--- config.mk ---
export PLATFORM = sky130hd
export DESIGN_NAME = adder
export DESIGN_NICKNAME = d
export VERILOG_FILES = /design/src/rtl/adder_pkg.sv /design/src/rtl/adder_cla4.sv /design/src/rtl/adder.sv
export SDC_FILE = /design/constraint.sdc
export NUM_CORES = 1
export LEC_CHECK = 0
export CORE_MARGIN = 2
export CORE_UTILIZATION = 44
export CTS_BUF_LIST = sky130_fd_sc_hd__clkbuf_8 sky130_fd_sc_hd__clkbuf_16
export DETAILED_ROUTE_END_ITERATION = 8
export PLACE_DENSITY = 0.8
export SLEW_MARGIN = 20
export SYNTH_ARGS = -nofsm -noshare
export SYNTH_HDL_FRONTEND = slang
export SYNTH_SLANG_ARGS = --single-unit
--- constraint.sdc ---
create_clock -name clk -period 3.05 [get_ports clk]
set_input_delay 0.61 -clock clk [delete_from_list [all_inputs] [get_ports clk]]
set_output_delay 0.61 -clock clk [all_outputs]
set_load 0.1 [all_outputs]
--- src/rtl/adder_pkg.sv ---
// Shared constants and the 4-wide lookahead group function for the adder.
// Reused by the 4-bit group cells and by the lookahead level above them.
package adder_pkg;

  localparam int ADDER_WIDTH_DEFAULT = 32;
  localparam int GROUP_W             = 4;

  typedef struct packed {
    logic p;
    logic g;
  } pg_t;

  // Group propagate/generate over four propagate/generate pairs; bit 0 is the least significant.
  function automatic pg_t group_pg(input logic [GROUP_W-1:0] p, input logic [GROUP_W-1:0] g);
    pg_t r;
    r.p = &p;
    r.g = g[3] | (p[3] & g[2]) | (p[3] & p[2] & g[1]) | (p[3] & p[2] & p[1] & g[0]);
    return r;
  endfunction

endpackage

--- src/rtl/adder_cla4.sv ---
// 4-bit carry-lookahead group: sum bits, group P/G and the carry out of bit 2.
// The bit-2 carry lets the top group form the signed overflow flag.
module cla4
  import adder_pkg::*;
(
  input  logic [3:0] a_i,
  input  logic [3:0] b_i,
  input  logic       ci_i,
  output logic [3:0] sum_o,
  output logic       gp_o,
  output logic       gg_o,
  output logic       c2_o
);

  logic [3:0] p;
  logic [3:0] g;
  logic [3:0] c;
  pg_t        grp;

  always_comb begin
    p    = a_i ^ b_i;
    g    = a_i & b_i;
    c[0] = ci_i;
    c[1] = g[0] | (p[0] & ci_i);
    c[2] = g[1] | (p[1] & g[0]) | (p[1] & p[0] & ci_i);
    c[3] = g[2] | (p[2] & g[1]) | (p[2] & p[1] & g[0]) | (p[2] & p[1] & p[0] & ci_i);
    grp  = group_pg(p, g);
  end

  assign sum_o = p ^ c;
  assign gp_o  = grp.p;
  assign gg_o  = grp.g;
  assign c2_o  = c[3];

endmodule

--- src/rtl/adder.sv ---
// Registered two-level carry-lookahead adder with carry-out and signed overflow.
// ADDER_IN_REG_EN adds an input register stage (latency 2 instead of 1).
module adder
  import adder_pkg::*;
#(
  parameter int WIDTH = ADDER_WIDTH_DEFAULT
) (
  input  logic             clk,
  input  logic             rst,
  input  logic [WIDTH-1:0] a,
  input  logic [WIDTH-1:0] b,
  input  logic             cin,
  output logic [WIDTH-1:0] sum,
  output logic             cout,
  output logic             of
);

  localparam int NG = WIDTH / GROUP_W;
  localparam int NS = (NG + 3) / 4;
  localparam int NP = NS * 4;

  if ((WIDTH % GROUP_W) != 0 || WIDTH < 8) begin : g_bad_width
    $error("adder: WIDTH must be a multiple of 4 and at least 8");
  end

  logic [WIDTH-1:0] op_a;
  logic [WIDTH-1:0] op_b;
  logic             op_cin;

`ifdef ADDER_IN_REG_EN
  logic [WIDTH-1:0] a_q;
  logic [WIDTH-1:0] b_q;
  logic             cin_q;

  always_ff @(posedge clk) begin
    if (rst) begin
      a_q   <= '0;
      b_q   <= '0;
      cin_q <= 1'b0;
    end else begin
      a_q   <= a;
      b_q   <= b;
      cin_q <= cin;
    end
  end

  assign op_a   = a_q;
  assign op_b   = b_q;
  assign op_cin = cin_q;
`else
  assign op_a   = a;
  assign op_b   = b;
  assign op_cin = cin;
`endif

  logic [WIDTH-1:0] raw_sum;
  logic [NG-1:0]    grp_p;
  logic [NG-1:0]    grp_g;
  logic [NG-1:0]    grp_c2;
  logic [NP-1:0]    pad_p;
  logic [NP-1:0]    pad_g;
  logic [NP-1:0]    grp_ci;
  logic             carry_out;
  logic             unused_lo_c2;

  for (genvar k = 0; k < NG; k++) begin : g_grp
    cla4 u_cla4 (
      .a_i  (op_a[4*k +: 4]),
      .b_i  (op_b[4*k +: 4]),
      .ci_i (grp_ci[k]),
      .sum_o(raw_sum[4*k +: 4]),
      .gp_o (grp_p[k]),
      .gg_o (grp_g[k]),
      .c2_o (grp_c2[k])
    );
  end

  // Second lookahead level: groups are bundled four at a time; padding groups propagate.
  always_comb begin
    logic sc;
    pg_t  blk;
    pad_p          = '1;
    pad_g          = '0;
    pad_p[NG-1:0]  = grp_p;
    pad_g[NG-1:0]  = grp_g;
    grp_ci         = '0;
    sc             = op_cin;
    blk            = '0;
    for (int s = 0; s < NS; s++) begin
      blk             = group_pg(pad_p[4*s +: 4], pad_g[4*s +: 4]);
      grp_ci[4*s]     = sc;
      grp_ci[4*s + 1] = pad_g[4*s] | (pad_p[4*s] & sc);
      grp_ci[4*s + 2] = pad_g[4*s + 1] | (pad_p[4*s + 1] & pad_g[4*s])
                      | (pad_p[4*s + 1] & pad_p[4*s] & sc);
      grp_ci[4*s + 3] = pad_g[4*s + 2] | (pad_p[4*s + 2] & pad_g[4*s + 1])
                      | (pad_p[4*s + 2] & pad_p[4*s + 1] & pad_g[4*s])
                      | (pad_p[4*s + 2] & pad_p[4*s + 1] & pad_p[4*s] & sc);
      sc              = blk.g | (blk.p & sc);
    end
    carry_out = sc;
  end

  assign unused_lo_c2 = ^grp_c2[NG-2:0];

  logic [WIDTH-1:0] sum_q, sum_d;
  logic             cout_q, cout_d;
  logic             of_q, of_d;

  always_comb begin
    sum_d  = raw_sum;
    cout_d = carry_out;
    // Overflow: carry into the MSB differs from carry out of it.
    of_d   = grp_c2[NG-1] ^ carry_out;
  end

  always_ff @(posedge clk) begin
    if (rst) begin
      sum_q  <= '0;
      cout_q <= 1'b0;
      of_q   <= 1'b0;
    end else begin
      sum_q  <= sum_d;
      cout_q <= cout_d;
      of_q   <= of_d;
    end
  end

  // No handshake: sum/cout/of are valid every cycle once the pipeline latency has elapsed.
  assign sum  = sum_q;
  assign cout = cout_q;
  assign of   = of_q;

endmodule

==> flow_metrics.env <==
export IMPL_grt_ovfl_total=0
export IMPL_drv_cap=0
export IMPL_critPathKind="in -> reg"
export IMPL_pwr_share_clk_pct=20.7
export IMPL_switching_share_pct=44.1
export IMPL_numPortBuffers=100
export IMPL_boundaryPins=101
export IMPL_drtPass1Iterations=4
export IMPL_place_inst=474
export IMPL_initial_utilization_pct=45.0
export IMPL_row_count=27
export IMPL_synth_top_flop_cell="dfxtp_1"
export IMPL_power_frac_comb_pct=53.1
export IMPL_p_switching_mw=0.877
export IMPL_cts_clk_slew_worst_paths_ps=70
export IMPL_synth_nets=364
export IMPL_p_per_area_nw_per_um2=500
export IMPL_grt_first_pass_wirelength_mm=10.5
export IMPL_antennaDiodeCount=0
export IMPL_p_int_mw=1.11
export IMPL_rsz0062_at_grt="true"
export IMPL_synthCells=257
export IMPL_ys_seq_area_share_pct=27.6
export IMPL_routed_wl_mm=6.28
export IMPL_cts_max_level=2
export IMPL_ys_ff_latch=34
export IMPL_die_area_sq_um=6210
export IMPL_wl_met2_mm=3.37
export IMPL_ant_nets=0
export IMPL_final_core_util_pct=72.6
export IMPL_crit_required_ps=3220
export IMPL_avgSynthCellArea_sq_um=9.59
export IMPL_viasPerCell=5.10
export IMPL_yosysWarnings=0
export IMPL_cts_tree="done"
export IMPL_worst_slew_pin_slew_ps=513
export IMPL_layout_drive_gt1_share_pct=29.7
export IMPL_fillers=424
export IMPL_core_sq_um=5470
export IMPL_num_vias=2465
export IMPL_async_flop_share_pct=0
export IMPL_layout_nets=517
export IMPL_antenna_found_initial=0
export IMPL_grt_max_degree=25
export IMPL_period_minus_slack_ps=2930
export IMPL_final_max_slew_viol_count=0
export IMPL_area_delta_synth_final_pct=61.2
export IMPL_synth_edf_count=0
export IMPL_period_share_pct=96.0
export IMPL_die_w_um=78.8
export IMPL_wl_per_cell_um=13.0
export IMPL_cts_sinks=34
export IMPL_grt_use_total_pct=21.2
export IMPL_ys_types=58
export IMPL_outcome="complete, no violations"
export IMPL_drt_iter0_drc=81
export IMPL_top_layer="met4"
export IMPL_p_seq_share_pct=26.3
export IMPL_die_h_um=78.8
export IMPL_finalNonFillerCells=483
export IMPL_grt_pass1_vias=2578
export IMPL_routed_wl_met3_um=343
export IMPL_p_leak_nw=1.80
export IMPL_peakVddDrop_uv=253
export IMPL_synth_area_sq_um=2460
export IMPL_fin_total_pwr_mw=1.99
export IMPL_dpl_hpwl_mm=5.27
export IMPL_cp_max_fo=5
export IMPL_slew_headroom_pct=65.5
export IMPL_hold_class="in -> reg"
export IMPL_hold_violations=0
export IMPL_cp_arrival_ps=3100
export IMPL_wl_met1_mm=2.46
export IMPL_clk_root_buffer_cell="clkbuf_8"
export IMPL_end_kind="register"
export IMPL_gp_congestion=0.819
export IMPL_clk_path_buf_depth=2
export IMPL_start_kind="primary input"
export IMPL_fmax_mhz=342
export IMPL_drcViolationCount=0
export IMPL_cts_buffers=5
export IMPL_setup_violations=0
-- power groups by stage --
| stage | logic, mW | clock network, mW | registers (mW) |
|---|---|---|---|
| 2_1_floorplan | 0.290 | 0 | 0.972 |
| 3_3_place_gp | 1.03 | 0 | 0.532 |
| 3_5_place_dp | 1.05 | 0 | 0.532 |
| 4_1_cts | 1.05 | 0.417 | 0.522 |
| 5_1_grt | 1.12 | 0.443 | 0.526 |
| 6_report | 1.05 | 0.411 | 0.521 |
-- worst paths after layout --
| check | start | end | slack [ps] | cells past startpoint |
|---|---|---|---|---|
| setup / recovery | a[4] | sum[19]$_SDFF_PP0_ | 120 | 11 |
| hold / removal | rst | sum[25]$_SDFF_PP0_ | 1050 | 3 |
-- registers in the layout, indices dropped and copies added (netlist names) --
| register | cells |
|---|---|
| cout | 1 |
| of | 1 |
| sum | 32 |
-- cells in the final DEF, fill, tap and decap left out, types with 10 or more instances in the layout --
cell / instances
buf_4: 85
clkdlybuf4s50_1: 66
dfxtp_1: 34
ha_1: 31
nor2_1: 28
xnor2_1: 12
a21o_1: 11
nor3_1: 10
nor2b_1: 10
-- per-layer routing --
| layer | GRT usage, % | vias up |
|---|---|---|
| li1 | - | 1242 |
| met1 | 22.3 | 1144 |
| met2 | 40.4 | 67 |
| met3 | 4.89 | 12 |
| met4 | 8.62 | 0 |
| met5 | 0 | - |
-- synthesized netlist by cell type, types with 3 or more instances --
| cell | number | area, sq um |
|---|---|---|
| dfxtp_1 | 34 | 681 |
| ha_1 | 32 | 400 |
| nor2_1 | 28 | 105 |
| xnor2_1 | 12 | 105 |
| a21o_1 | 11 | 82.6 |
| nor2b_1 | 10 | 62.6 |
| nor3_1 | 10 | 50.1 |
| a21oi_1 | 9 | 45.0 |
| nand2_1 | 9 | 33.8 |
| nand3_1 | 9 | 45.0 |
| fa_1 | 8 | 160 |
| o21ai_0 | 8 | 40.0 |
| inv_1 | 7 | 26.3 |
| xor2_1 | 6 | 52.6 |
| a2111oi_0 | 4 | 35.0 |
| a211oi_1 | 4 | 30.0 |
| nand4_1 | 3 | 18.8 |
| o21a_1 | 3 | 22.5 |
| o21bai_1 | 3 | 22.5 |
-- kinds of logic (layout without fill, tap and decap cells) --
logic type / Yosys count / in the layout / synth area share [%]
AND/OR/NAND/NOR: 84 / 84 / 17.8
multiplexers: 3 / 3 / 1.32
XOR/XNOR: 18 / 18 / 6.40
buffers and inverters: 13 / 167 / 2.18
flip-flops: 34 / 34 / 27.6
adder cells (fa/ha/maj): 40 / 40 / 22.8
AO/OA/AOI/OAI: 65 / 65 / 21.9
-- cell type report --
type                            instances  area [sq um]  area share [%]
Timing Repair Buffer                  151          1300            32.7
Clock buffer                            5          68.8            1.73
Inverter                                8          30.0           0.756
Tap cell                               72          90.1            2.27
Clock inverter                          3          40.0            1.01
Sequential cell                        34           681            17.1
Multi-Input combinational cell        210          1760            44.4
-- metrics by stage --
stage               setup slack, ps  setup TNS [ps]  hold slack [ps]  area [sq um]
global placement               -204           -1430             1100          3820
global route                  -35.5           -90.6             1060          3970
finish                          123               0             1050          3970
detailed placement             -219           -2140             1110          3820
floorplan                       267               0              838          2460
CTS                            77.0               0             1050          3930
-- critical path, cell delays in order --
cell             delay (ps)
clkdlybuf4s50_1         430
ha_1                    320
and4_4                  210
a21o_1                  190
o211ai_4                240
a21o_1                  180
buf_4                   100
buf_4                    90
nand2_2                  60
a221oi_1                310
mux2_1                  350
-- timing repair --
item | CTS | global route
hold buffers | 0 | 0
endpoints found under the setup margin | 0 | 6
setup buffers | 0 | 1
hold endpoints to repair | 0 | 0
resized for setup | 0 | 7
No activity file was read; power rests on OpenSTA's default activity.
==> RTL edit, RTL diff (same flow settings) <==
Change the package constant `ADDER_WIDTH_DEFAULT` from 32 to 64.
--- a/src/rtl/adder_pkg.sv
+++ b/src/rtl/adder_pkg.sv
@@ -2,7 +2,7 @@
 // Reused by the 4-bit group cells and by the lookahead level above them.
 package adder_pkg;
 
-  localparam int ADDER_WIDTH_DEFAULT = 32;
+  localparam int ADDER_WIDTH_DEFAULT = 64;
   localparam int GROUP_W             = 4;
 
   typedef struct packed {
Interface: changed (resized a, b and sum); port bits go from 101 to 197. The function was not compared with the original's and may differ.
==> RTL edit against the unedited design <==
  * Area after synthesis grew 95%
  * Power grew 110%
  * Setup slack lost 0.17 ns
  * The run now ends with negative setup slack left
  * Sequential cell count grew 32
  * Sequential power grew 96%
  * Routed wire length grew to 3.0 times the old value
  * Cell area grew 120%
==> RTL edit: results (changes against the unedited design) <==
- Post-Synth XOR/XNOR Area: 5.29% (-1.1 points)
- Failing checks: negative setup slack
- Synth top area cells: dfxtp_1, ha_1, fa_1, nor2_1, a21oi_1
- Post-synthesis cell type count: 60 (+3.4%)
- Post-synthesis compound-gate area fraction: 19.1% (-2.8 points)
- DP Worst Slack: -0.663 ns (-0.444 ns)
- PnR worst setup slack: -0.0493 ns (-0.173 ns)
- CP peak stage delay: 0.39 ns (-0.04 ns)
- Layout Nets: 1087 (+110%)
- Detail Placement HPWL: 12500 um (+140%)
- Final setup vio count: 2 (+2)
- H-tree Lvls: 3 (+1)
- Sequential area share after synthesis: 27.5% (-0.092 points)
- IO Port Bufs: 196 (+96%)
- Sw Ratio: 45.8% (+1.7 points)
- Slew @ Worst Pin: 0.715 ns (+0.203 ns)
- Worst setup startpoint: a[23]
- Post-synthesis mux area share: 1.25% (-0.069 points)
- Fillers: 612 (+44%)
- Post-synth top cells: dfxtp_1, ha_1, nor2_1
- First-pass GRT wire length: 24600 um (+130%)
- GPL Wtd Cong: 0.846 (+3.3%)
- Net count after synthesis: 740 (+100%)
- All-Layer GR Usage: 26.5% (+5.3 points)
- Routed length per placed instance: 18.2 um (+40%)
- CP endpoint: sum[45]
- Outcome: complete, but fails checks
- Worst path slowest cell: fa_1
- Die Width: 108 um (+38%)
- Via count: 5676 (+130%)
- Ratio of cells with drive above 1 in the final layout: 41.7% (+12 points)
- CTS buffer count: 9 (+4)
## RTL edit: how the worst min path moves through the flow
stage,slack [ns],endpoint,depth (start not counted),start
floorplan,0.87,sum[56],2,b[56]
global placement,1.11,sum[32],1,sum[32]
detailed placement,1.10,of,1,of
CTS,0.76,sum[35],2,rst
global route,0.73,sum[27],4,a[26]
finish,0.71,sum[27],4,a[26]
## RTL edit: logic make-up (layout without fill, tap and decap cells)
logic type               Yosys count  after routing
AND/OR/NAND/NOR                  195            195
AO/OA/AOI/OAI                    129            129
adder cells (fa/ha/maj)           80             80
flip-flops                        66             66
XOR/XNOR                          29             29
buffers and inverters             25            376
multiplexers                       5              5
other                              0              1
## RTL edit: timing repair
action,4_1_cts,5_1_grt
hold buffers,0,0
resized for setup,86,144
setup buffers,8,15
endpoints found under the setup margin,39,28
pin swaps,30,63
## RTL edit: area by class of cell
type	count	share of cell area, %
Inverter	15	0.643
Clock buffer	9	1.41
Antenna cell	1	0.0286
Sequential cell	66	15.1
Tap cell	140	2.00
Timing Repair Buffer	346	33.1
Clock inverter	6	0.957
Multi-Input combinational cell	438	46.8
## RTL edit: power by group through the flow
| stage | clock network (mW) | logic (mW) | registers, mW |
|---|---|---|---|
| after CTS | 0.822 | 2.22 | 1.02 |
| after detailed placement | 0 | 2.18 | 1.04 |
| after floorplan | 0 | 0.598 | 1.90 |
| final | 0.834 | 2.35 | 1.02 |
| after global placement | 0 | 2.13 | 1.03 |
| after global routing | 0.862 | 2.46 | 1.03 |
## RTL edit: critical path, delay by kind of cell
family                   cells  cell delay, ns
buffers and inverters        4            0.74
AO/OA/AOI/OAI                4            0.70
adder cells (fa/ha/maj)      2            0.63
AND/OR/NAND/NOR              3            0.39
XOR/XNOR                     1            0.24
## RTL edit: metrics by stage
step	setup TNS [ns]	hold WS, ns	std cells	area, um^2	util (%)
after floorplan	-0.129	0.874	529	5060	-
after global placement	-20.13	1.11	982	7940	73.9
after detailed placement	-23.55	1.10	982	7940	73.9
after CTS	-0.0696	0.760	1005	8380	78.0
after global routing	-0.790	0.733	1021	8760	81.5
final	-0.0594	0.707	1021	8760	81.5
## RTL edit: metal layers
metal | routed length [um] | GRT usage [%] | up-vias
met5 | 0 | 0 | -
met4 | 863 | 12.7 | 0
met3 | 1370 | 4.82 | 82
met2 | 9610 | 48.1 | 304
met1 | 6770 | 29.6 | 2669
li1 | - | - | 2621
